[src/rtl/uart_tx_dev.sv]
// rtl/uart_tx_dev.sv - Memory-mapped 8N1 UART transmitter with TX FIFO and level IRQ
// Optional parity stage is built when UART_TX_PARITY_EN is defined.
module uart_tx_dev #(
    parameter int          FIFO_DEPTH = 8,
    parameter logic [15:0] DIV_RESET  = 16'd434
) (
    input  logic        clk,
    input  logic        reset,
    input  logic [29:0] Addr,
    input  logic        WE,
    input  logic [31:0] Din,
    output logic [31:0] Dout,
    output logic        IRQ,
    output logic        tx
);
    localparam int          AW      = $clog2(FIFO_DEPTH);
    localparam logic [AW:0] DEPTH_C = (AW+1)'(FIFO_DEPTH);

    typedef enum logic [2:0] {
        S_IDLE   = 3'd0,
        S_START  = 3'd1,
        S_DATA   = 3'd2,
        S_STOP   = 3'd3
`ifdef UART_TX_PARITY_EN
        , S_PARITY = 3'd4
`endif
    } state_t;

    state_t        state, state_next;
    logic [7:0]    mem [FIFO_DEPTH];
    logic [AW-1:0] wr_ptr, rd_ptr;
    logic [AW:0]   count;
    logic          overflow, en, irq_en;
    logic [15:0]   div, div_lat, cnt, div_eff;
    logic [7:0]    sh, sh_next;
    logic [2:0]    bit_idx;
    logic [1:0]    sel, ctrl_hi;
    logic          tx_d, busy, idle, empty, full;
    logic          push_req, push_ok, pop, stat_wr, ctrl_wr, div_wr;
    logic          bit_done, cnt_load;
    logic          unused_bits;
`ifdef UART_TX_PARITY_EN
    logic          par_en, odd, par_en_lat, par_bit;
`endif

    assign unused_bits = &{1'b0, Addr[29:2], Din[31:16]};

    assign sel      = Addr[1:0];
    assign push_req = WE && (sel == 2'd0);
    assign stat_wr  = WE && (sel == 2'd1);
    assign ctrl_wr  = WE && (sel == 2'd2);
    assign div_wr   = WE && (sel == 2'd3);
    assign empty    = (count == '0);
    assign full     = (count == DEPTH_C);
    assign pop      = (state == S_IDLE) && en && !empty;
    // A full FIFO still accepts a byte when the same edge frees a slot.
    assign push_ok  = push_req && (!full || pop);
    assign bit_done = (cnt == 16'd0);
    assign div_eff  = (div == 16'd0) ? 16'd1 : div;
    assign cnt_load = (state_next != state) || ((state == S_DATA) && bit_done);

`ifdef UART_TX_PARITY_EN
    assign ctrl_hi = {odd, par_en};
`else
    assign ctrl_hi = 2'b00;
`endif

    always_ff @(posedge clk) begin
        if (push_ok) mem[wr_ptr] <= Din[7:0];
    end

    always_ff @(posedge clk or negedge reset) begin
        if (!reset) state <= S_IDLE;
        else        state <= state_next;
    end

    always_comb begin
        state_next = state;
        sh_next    = sh;
        case (state)
            S_IDLE: begin
                if (pop) begin
                    state_next = S_START;
                    sh_next    = mem[rd_ptr];
                end
            end
            S_START: if (bit_done) state_next = S_DATA;
            S_DATA: begin
                if (bit_done) begin
                    sh_next = {1'b0, sh[7:1]};
                    if (bit_idx == 3'd7) begin
`ifdef UART_TX_PARITY_EN
                        state_next = par_en_lat ? S_PARITY : S_STOP;
`else
                        state_next = S_STOP;
`endif
                    end
                end
            end
`ifdef UART_TX_PARITY_EN
            S_PARITY: if (bit_done) state_next = S_STOP;
`endif
            S_STOP: if (bit_done) state_next = S_IDLE;
            default: state_next = S_IDLE;
        endcase
    end

    // tx is registered from the next state so the start bit leaves on the pop edge.
    always_comb begin
        busy = (state != S_IDLE);
        idle = empty && !busy;
        tx_d = 1'b1;
        case (state_next)
            S_START:  tx_d = 1'b0;
            S_DATA:   tx_d = sh_next[0];
`ifdef UART_TX_PARITY_EN
            S_PARITY: tx_d = par_bit;
`endif
            default:  tx_d = 1'b1;
        endcase
    end

    always_ff @(posedge clk or negedge reset) begin
        if (!reset) begin
            wr_ptr   <= '0;
            rd_ptr   <= '0;
            count    <= '0;
            overflow <= 1'b0;
            en       <= 1'b0;
            irq_en   <= 1'b0;
            div      <= DIV_RESET;
            div_lat  <= DIV_RESET;
            cnt      <= 16'd0;
            sh       <= 8'd0;
            bit_idx  <= 3'd0;
            tx       <= 1'b1;
            IRQ      <= 1'b0;
`ifdef UART_TX_PARITY_EN
            par_en     <= 1'b0;
            odd        <= 1'b0;
            par_en_lat <= 1'b0;
            par_bit    <= 1'b0;
`endif
        end else begin
            sh  <= sh_next;
            tx  <= tx_d;
            IRQ <= irq_en && idle;
            if (push_ok) wr_ptr <= wr_ptr + AW'(1);
            if (pop)     rd_ptr <= rd_ptr + AW'(1);
            case ({push_ok, pop})
                2'b10:   count <= count + (AW+1)'(1);
                2'b01:   count <= count - (AW+1)'(1);
                default: count <= count;
            endcase
            if (push_req && !push_ok) overflow <= 1'b1;
            else if (stat_wr)         overflow <= 1'b0;
            if (ctrl_wr) begin
                en     <= Din[0];
                irq_en <= Din[1];
`ifdef UART_TX_PARITY_EN
                par_en <= Din[2];
                odd    <= Din[3];
`endif
            end
            if (div_wr) div <= Din[15:0];
            // Divisor and frame options are frozen for the whole frame at pop time.
            if (pop) begin
                div_lat <= div_eff;
                bit_idx <= 3'd0;
`ifdef UART_TX_PARITY_EN
                par_en_lat <= par_en;
                par_bit    <= (^mem[rd_ptr]) ^ odd;
`endif
            end else if ((state == S_DATA) && bit_done) begin
                bit_idx <= bit_idx + 3'd1;
            end
            if (cnt_load)      cnt <= (pop ? div_eff : div_lat) - 16'd1;
            else if (!bit_done) cnt <= cnt - 16'd1;
        end
    end

    always_comb begin
        Dout = 32'd0;
        case (sel)
            2'd1:    Dout = {16'd0, 8'(count), 3'd0, overflow, idle, empty, full, busy};
            2'd2:    Dout = {28'd0, ctrl_hi, irq_en, en};
            2'd3:    Dout = {16'd0, div};
            default: Dout = 32'd0;
        endcase
    end
endmodule

[config.mk]
export PLATFORM = sky130hd
export DESIGN_NAME = uart_tx_dev
export DESIGN_NICKNAME = d
export VERILOG_FILES = /design/src/rtl/uart_tx_dev.sv
export SDC_FILE = /design/constraint.sdc
export NUM_CORES = 1
export LEC_CHECK = 0
export CORE_ASPECT_RATIO = 1.4
export CORE_MARGIN = 2
export CORE_UTILIZATION = 55
export CTS_CLUSTER_DIAMETER = 30
export DETAILED_ROUTE_END_ITERATION = 8
export PLACE_DENSITY = 0.81
export SLEW_MARGIN = 20
export SYNTH_ARGS = -nofsm -noshare
export SYNTH_HDL_FRONTEND = slang
export SYNTH_SLANG_ARGS = --single-unit
[constraint.sdc]
create_clock -name clk -period 3.75 [get_ports clk]
set_input_delay 0.5625 -clock clk [delete_from_list [all_inputs] [get_ports clk]]
set_output_delay 0.5625 -clock clk [all_outputs]
set_load 0.05 [all_outputs]
Yosys cells after proc, flatten, opt, wreduce, memory -nomap -nowiden. Memory sizes are Yosys's and may differ from the RTL's. Cells that the tools add are included.

Memory bits (writable): 64. Register bits: 77. Logic and storage cells: 89. Output and inout bits: 34. Bits of input ports: 65. Memories kept: 1.

Add/subtract/negate cells: 7. Mux-type cells: 22. Equal/unequal tests: 16. Reductions and logical operators: 28.

Memory list: mem (words 8, bits a word 8, read ports 1, clocked after memory_dff 0, write ports 1, line 30) `logic [7:0] mem [FIFO_DEPTH];`.

Operators with widths (count): $mux W16 (4); $pmux W16 S3 (1); $logic_not A16 Y1 (2); $sub A16 B1 Y16 const B (2); $mux W3 (7); $mux W8 (2); $pmux W8 S2 (1); $pmux W3 S4 (1); $logic_and A1 B1 Y1 (11); $add A3 B1 Y3 const B (3); $eq A3 B2 Y1 const B (3); $pmux W4 S2 (1); $reduce_bool A2 Y1 (4); $eq A2 B2 Y1 const B (3); $eq A3 B1 Y1 const B (2); $add A4 B1 Y4 const B (1); $eq A2 B1 Y1 const B (2); $eq A4 B4 Y1 const B (1); $logic_not A1 Y1 (4); $logic_not A4 Y1 (1); $mux W1 (4); $ne A2 B2 Y1 const B (2); $sub A4 B1 Y4 const B (1); $eq A3 B3 Y1 const B (1); other kinds (8) (9).

Longest topological paths before layout.
Depth in word-level cells: 8. Gate-level depth with buffers: 16. Depth with buffers taken out: 12.

Worst setup path before layout. No wires, ideal clock.

Path kind: flip-flop to flip-flop. From: register cnt[5]. To: register cnt[6]. Setup slack: 0.503 ns. Data arrival time: 3.126 ns. Stages on the path, launching flop included: 11. Data required time: 3.629 ns. Library setup time: 0.121 ns. Cells stage by stage: dfrtp_1 > or4_4 > or3b_1 > buf_6 > o31ai_4 > buf_4 > mux2i_1 > ha_1 > o21ai_0 > o31a_1 > o22a_1.

Longest elaborated chain between the ends: 6. Elaborated cells between the ends (all ways): 12. Those cells by class: add/sub (1); eq/ne (2); mux (6); reduce/logical (3).

Ends and longest elaborated chain: start: declaration (line 34) `logic [15:0] div, div_lat, cnt, div_eff;`; start signal: assignment (line 177) `if (cnt_load) cnt <= (pop ? div_eff : div_lat) - 16'd1;`; start signal: assignment (line 178) `else if (!bit_done) cnt <= cnt - 16'd1;`; $logic_not A16 Y1 (line 58) `assign bit_done = (cnt == 16'd0);`; $mux W3 (on tied branches) (line 103, 87, 89); $pmux W3 S4 (line 80) `case (state)`; $ne A3 B3 Y1 (line 60) `assign cnt_load = (state_next != state) || ((state == S_DATA) && bit_done);`; $logic_or A1 B1 Y1 (line 60); $ne A2 B1 Y1 (no source line) or $mux W16 (tied branches).

Parallel ways exist; a longest one is shown, timed or not. The select of a mux whose other input is x is not followed. A chain may end at the register's enable or synchronous reset.

Worst setup path in the final report.
From: register cnt[5]. To: register cnt[10].

The elaborated chain is that of the path after synthesis.

==> results.toml <==
[place]
port_buffers = 38
place_congestion = 0.8720
dpl_cell_area_um2 = 7204
hpwl_mm = 9.853

[worst_setup_path]
r2r_start = "cnt[5]$_DFFE_PN0P_"
crit_arrival_ns = 3.82
endpoint_kind = "flip-flop"
path_max_fanout = 8
startpoint = "cnt[5]$_DFFE_PN0P_"
cp-start-kind = "flip-flop"
path_class = "flip-flop to flip-flop"
cp_data_required_time_ns = 4.09

[timing]
fmax_mhz = 287.4
setup_violations = 0
period_needed_ns = 3.480
setup_tns_ns = 0
report.final.hold_viol_count = 0
period_share_pct = 92.79
tightest_slew_ns = 0.9721
slew_headroom_pct = 35.19
skew_ns = 0.01352
drv_slew = 0
rsz0062_at_grt = "false"

[clock_tree]
cts_tree = "built"
cts-resized-gates = 0
cts_setup_buffers = 0
cts.clk_slew.worst_paths_ns = 0.06
clock_sinks = 141
clockBufferDepth = 2
h-tree-depth = 4
numCtsBuffers = 17
hold_buffers = 0
clk_latency_ns = 0.43
cts_root_buf = "clkbuf_16"

[route]
final_antenna_net_count = 0
firstDrtPassIters = 4
drt_iter0_markers = 285
vias = 4351
via_per_inst = 5.928
drc = 0
totalWireLength_mm = 13.97
routedWlPerCell_um = 19.04

[grt]
antenna_found_initial = 0
grt_pass1_vias = 4478
grt_max_degree = 78
grt-ovfl-total = 0
grt_pass1_wl_mm = 22.94
grt_usage_pct = 22.42

[layout]
design_area_um2 = 7818
multiInputGateArea_um2 = 2649
nets = 648
n_fill_cell = 864
regArea_um2 = 3862
diodes = 0
area_delta_synth_final_pct = 16.35
layout-drive-gt1-share_pct = 18.57

[power]
power.density_nw_per_um2 = 738.9
p_leak_nw = 3.115
peakVddDrop_uv = 528.7

[synth]
async_flop_share_pct = 54.61
synth_edf_count = 64
ys_seq_area_share_pct = 57.49
yosys_warnings = 0
netlist_area_um2 = 6719
postSynthAreaPerCell_um2 = 12.70
synthCells = 529
synth-main-ff-cell = "dfrtp_1"
ys_ff_latch = 141
synth_cell_types = 63

[run]
drv_cap = 0

[min_path]
hp-class = "input pin to asynchronous set/reset pin"

[floorplan]
die_area_um2 = 13130
io_pins = 99
die_w_um = 97.41
start_util_pct = 56.56
die_h_um = 134.8
core_um2 = 11880
rows = 47

[outcome]
status = "finished clean"
==> synth_stat cells (8+ instances only) <==
library cell   n  area, µm²
a21oi_1       10      50.05
and3_1        10      62.56
buf_4         17      127.6
clkbuf_1      14      52.55
dfrtp_1       66       1652
dfstp_2       11      289.0
edfxtp_1      64       1922
ha_1           8      100.1
inv_1         11      41.29
mux2_2        26      292.8
mux2i_1       24      240.2
mux4_2        16      360.4
nand2_1       64      240.2
nor2_1        27      101.4
nor2b_1        8      50.05
nor3_1        20      100.1
o21ai_0       12      60.06
o22ai_1       11      68.82
or3_1          8      50.05
xnor2_1       18      157.7
xor2_1        10      87.58
==> final cells by class <==
class                           instances  share of cell area, %
Clock buffer                           17                  5.442
Clock inverter                         15                  2.401
Inverter                               11                 0.5282
Multi-Input combinational cell        353                  33.88
Sequential cell                       141                  49.41
Tap cell                              147                  2.353
Timing Repair Buffer                   50                  5.986
==> critical path, cell delays in order, from the launching register on <==
cell      delay (ns)
dfrtp_1         0.41
or4_4           0.56
or3b_1          0.56
o31ai_4         0.36
mux2i_1         0.28
ha_1            0.38
nand2b_1        0.18
nor3b_1         0.28
xor2_1          0.17
a21oi_1         0.08
a31oi_1         0.14
==> flip-flops by register name, indices dropped and copies added (netlist names), 3 cells and up <==
signal   flops
wr_ptr       3
div_lat     16
state        3
bit_idx      3
count        4
cnt         16
rd_ptr       3
div         16
mem         64
sh           8
==> report_power, final <==
part / total (W) / switching [W] / internal, W / leakage (nW)
sequential: 0.00234 / 0.000350 / 0.00199 / 1.50
combinational: 0.00170 / 0.000913 / 0.000785 / 1.30
clock: 0.00174 / 0.000721 / 0.00102 / 0.307
total: 0.00578 / 0.00198 / 0.00379 / 3.12
==> kinds of logic (layout without fill, tap and decap cells) <==
| logic type | count (synthesis) | count (layout) | synth area share (%) |
|---|---|---|---|
| buffers and inverters | 51 | 93 | 3.985 |
| AND/OR/NAND/NOR | 167 | 167 | 12.12 |
| XOR/XNOR | 28 | 28 | 3.650 |
| flip-flops | 141 | 141 | 57.49 |
| adder cells (fa/ha/maj) | 9 | 9 | 1.788 |
| AO/OA/AOI/OAI | 66 | 66 | 7.617 |
| multiplexers | 66 | 66 | 13.30 |
| other | 1 | 17 | 0.05581 |
==> layout by cell type (no fill, tap or decap), types with 11 or more instances in the layout <==
master and instances:
nor3_1 20, mux4_2 16, mux2i_1 24, xnor2_1 18, inv_1 11, o22ai_1 11, o21ai_0 12, buf_4 13
nor2_1 27, conb_1 17, clkdlybuf4s50_1 37, dfrtp_1 66, clkbuf_16 17, mux2_2 26, nand2_1 64, dfstp_2 11
edfxtp_1 64
==> stage by stage <==
stage	setup slack, ns	hold WS (ns)	util, %	total power, W	std cells
floorplan	0.5030	0.2669	-	0.003590	545
global placement	0.4227	0.4660	60.65	0.003939	702
detailed placement	0.3268	0.4940	60.65	0.004047	702
CTS	0.3018	0.3300	65.81	0.005803	734
global route	0.1037	0.3664	65.81	0.006073	734
finish	0.2703	0.2852	65.81	0.005776	734
==> metal layers <==
layer / track usage [%] / up-vias / wire [µm]
met1: 26.89 / 2192 / 5380
li1: - / 2019 / -
met2: 39.46 / 116 / 7708
met3: 4.348 / 24 / 576
met4: 9.799 / 0 / 309
met5: 0 / - / 0
==> worst paths after layout <==
kind                                          to  slack [ns]  depth (start not counted)
setup / recovery             cnt[10]$_DFFE_PN0P_        0.27                         10
hold / removal               cnt[13]$_DFFE_PN0P_        0.29                          1
setup reg to reg             cnt[10]$_DFFE_PN0P_        0.27                         10
hold reg to reg             div_lat[1]$_DFF_PN1_        0.51                          2
max in group asynchronous  wr_ptr[0]$_DFFE_PN0P_        2.82                          1
min in group clk            div_lat[1]$_DFF_PN1_        0.51                          2
Power figures use the tool's default switching activity.
==> edit (same flow settings) <==
`FIFO_DEPTH`: 8 -> 16.
--- a/src/rtl/uart_tx_dev.sv
+++ b/src/rtl/uart_tx_dev.sv
@@ -2,5 +2,5 @@
 // Optional parity stage is built when UART_TX_PARITY_EN is defined.
 module uart_tx_dev #(
-    parameter int          FIFO_DEPTH = 8,
+    parameter int          FIFO_DEPTH = 16,
     parameter logic [15:0] DIV_RESET  = 16'd434
 ) (
Check against the original RTL: no difference found for any inputs over 4 cycles, from zero or initial values and one cycle with reset low; that may be too few to reach the edited logic, so the function may still have changed.
==> edit against the unedited design <==
- area after synthesis up 40%
- design area up 42%
- sequential cell count up 67
- setup slack worse by 0.062 ns
- critical path depth up 2
- largest cell class unchanged
- critical path type unchanged
- total power up 42%
- critical endpoint is now cnt[14]$_DFFE_PN0P_
- highest routed layer unchanged
- first-iteration DRC count up 25%
- wire length up 50%
==> edit: results (changes against the unedited design) <==
The clock-pin slew on the worst setup and hold paths was 0.06 ns (about the same); the post-detailed-placement cell area was 10100 sq um (was 7200 sq um). The biggest cell delay along the critical path is 0.62 ns (was 0.56 ns), and the per-cell routed wire length is 21.6 microns (was 19.0 microns). Cell chosen for the clock root: clkbuf_16 (unchanged). The logs give 0.239 (was 0.224) for the total track usage and 81 (was 78) for the pin count of the biggest net entering global routing.

TritonCTS built the clock tree. For the number of warnings printed during yosys synthesis, the log shows 0 (unchanged). The number of levels in the clock H-tree came out at 1 (was 4).

Top area cells in the synthesized netlist: edfxtp_1 (41%), dfrtp_1 (18%), mux4_2 (9.6%) (was edfxtp_1 (29%), dfrtp_1 (25%), mux4_2 (5.4%)). Standby leakage power: 4.25 nW (was 3.12 nW). The tools report the via total after detailed routing as 5912 (was 4351). The run gives 0 (unchanged) as the count of inserted antenna diode cells. The violation count after the first detailed-routing iteration is 355 (was 285). Top cell types by occurrence after synthesis: edfxtp_1 (128), nand2_1 (79), dfrtp_1 (69) (was dfrtp_1 (66), edfxtp_1 (64), nand2_1 (64)).

The logs give 478 uV (was 529 uV) for the maximum vdd ir drop and 5 (was 4) for the number of detailed-routing iterations run before antenna repair. Number of buffers added on ports: 38 (unchanged). Classification of the worst setup path: reg -> reg (unchanged).

The clock skew after layout came out at 0.0171 ns (was 0.0135 ns). The fraction of layout instances using a drive strength above 1 is 0.236 (was 0.186), and the setup total negative slack is 0 ns (unchanged). The logs give 0.903 (was 0.872) for the routability-driven placement congestion ratio and 3 (was 2) for the maximum number of buffers from clock root to sink. The total clock buffers created by CTS was 30 (was 17); the met1 track demand over resource in global routing was 0.278 (was 0.269).

The register bank with the most flops was mem (unchanged). The global-route wire length before repair was 33.8 mm (was 22.9 mm). The highest net fanout along the worst path works out to 8 (unchanged). Worst-path cell with the longest stage delay: or4_1 (was or4_4).

The logs give 0.0332 (was 0.0435) for the global routing met3 resource utilization and 6357 (was 4478) for the via count of the first global-routing pass. The logs give 60 (was 63) for the count of cell types in the netlist and 0.622 (was 0.575) for the share of the yosys chip area belonging to registers. The worst-case setup slack after placement was 0.124 ns (was 0.327 ns); the number of flip-flops under the largest register name was 128 (was 64). The tools report the fraction of met2 tracks used by global routing as 0.435 (was 0.395).

The flow ran to the end, and the final reports show no timing, DRC or antenna violations. Start of the worst register-to-register path: cnt[11]$_DFFE_PN0P_ (was cnt[5]$_DFFE_PN0P_). The relative max-transition margin was 0.420 (was 0.352); the number of routed nets with antenna violations was 0 (unchanged).

The count of fill cells added during filler insertion is 1115 (was 864), and the number of flops mapped to enable cells by yosys is 128 (was 64). The share of async-settable or async-resettable flops after synthesis was 0.385 (was 0.546); the HPWL reported at the end of detailed placement was 13.9 mm (was 9.85 mm). The switching power share of the total is 0.326 (was 0.344), and the arrival time of the worst setup path is 3.96 ns (was 3.82 ns). For the later-pin clock latency in the skew report, the log shows 0.54 ns (was 0.43 ns). For the number of setup buffers added after CTS, the log shows 0 (unchanged).

Total number of nets in the final design: 819 (was 648).
[edit: final cells by class]
| class | instances | area, sq um | share of cell area |
|---|---|---|---|
| multi-input combinational | 414 | 3350 | 0.301 |
| clock inverter | 22 | 195 | 0.0175 |
| inverter | 13 | 48.8 | 0.00438 |
| clock buffer | 32 | 779 | 0.0700 |
| tap | 203 | 254 | 0.0228 |
| sequential | 208 | 5860 | 0.526 |
| timing repair buffer | 74 | 652 | 0.0585 |
[edit: what timing repair did]
item                                    4_1_cts  5_1_grt
endpoints found under the setup margin        0        2
gates resized for setup                       0        3
hold endpoints to repair                      0        0
[edit: final timing paths]
check	cells after the start	end	slack (ns)
setup / recovery	12	cnt[14]$_DFFE_PN0P_	0.21
hold / removal	1	cnt[13]$_DFFE_PN0P_	0.05
setup reg to reg	12	cnt[14]$_DFFE_PN0P_	0.21
hold reg to reg	2	sh[6]$_DFFE_PN0P_	0.50
max in group asynchronous	1	rd_ptr[0]$_DFFE_PN0P_	3.13
min in group clk	2	sh[6]$_DFFE_PN0P_	0.50
[edit: stage by stage]
stage	power (mW)	cells
floorplan	4.85	684
global placement	5.36	912
detailed placement	5.48	912
CTS	8.21	966
global route	8.55	966
finish	8.19	966
[edit: routing by layer]
layer  routed length (microns)  vias to the layer above
li1                          -                     2624
met1                      7530                     3011
met2                     11700                      214
met3                       929                       63
met4                       765                        0
met5                         0                        -
[edit: cells by family after synthesis]
kind of cell / after synthesis / synth area share
AOI/OAI and AO/OA: 73 / 0.0532
xor gates and xnor gates: 28 / 0.0261
adders and majority gates: 13 / 0.0181
buffers and inverters: 62 / 0.0330
DFF: 208 / 0.622
muxes: 79 / 0.140
other: 1 / 0.000398
and+or+nand+nor: 204 / 0.107
[edit: worst max-delay path, delay by kind of cell (launching register included)]
family          cells  cell delay (ns)
simple gates        4             1.34
compound gates      6             1.14
flops               1             0.43
fa+ha+maj           1             0.29
mux                 1             0.22
[edit: power groups by stage]
stage,clock [mW],sequential [mW],combinational (mW)
global placement,0,3.22,2.13
finish,2.67,3.24,2.28
global route,2.79,3.28,2.48
detailed placement,0,3.25,2.23
floorplan,0,3.10,1.75
CTS,2.70,3.23,2.27
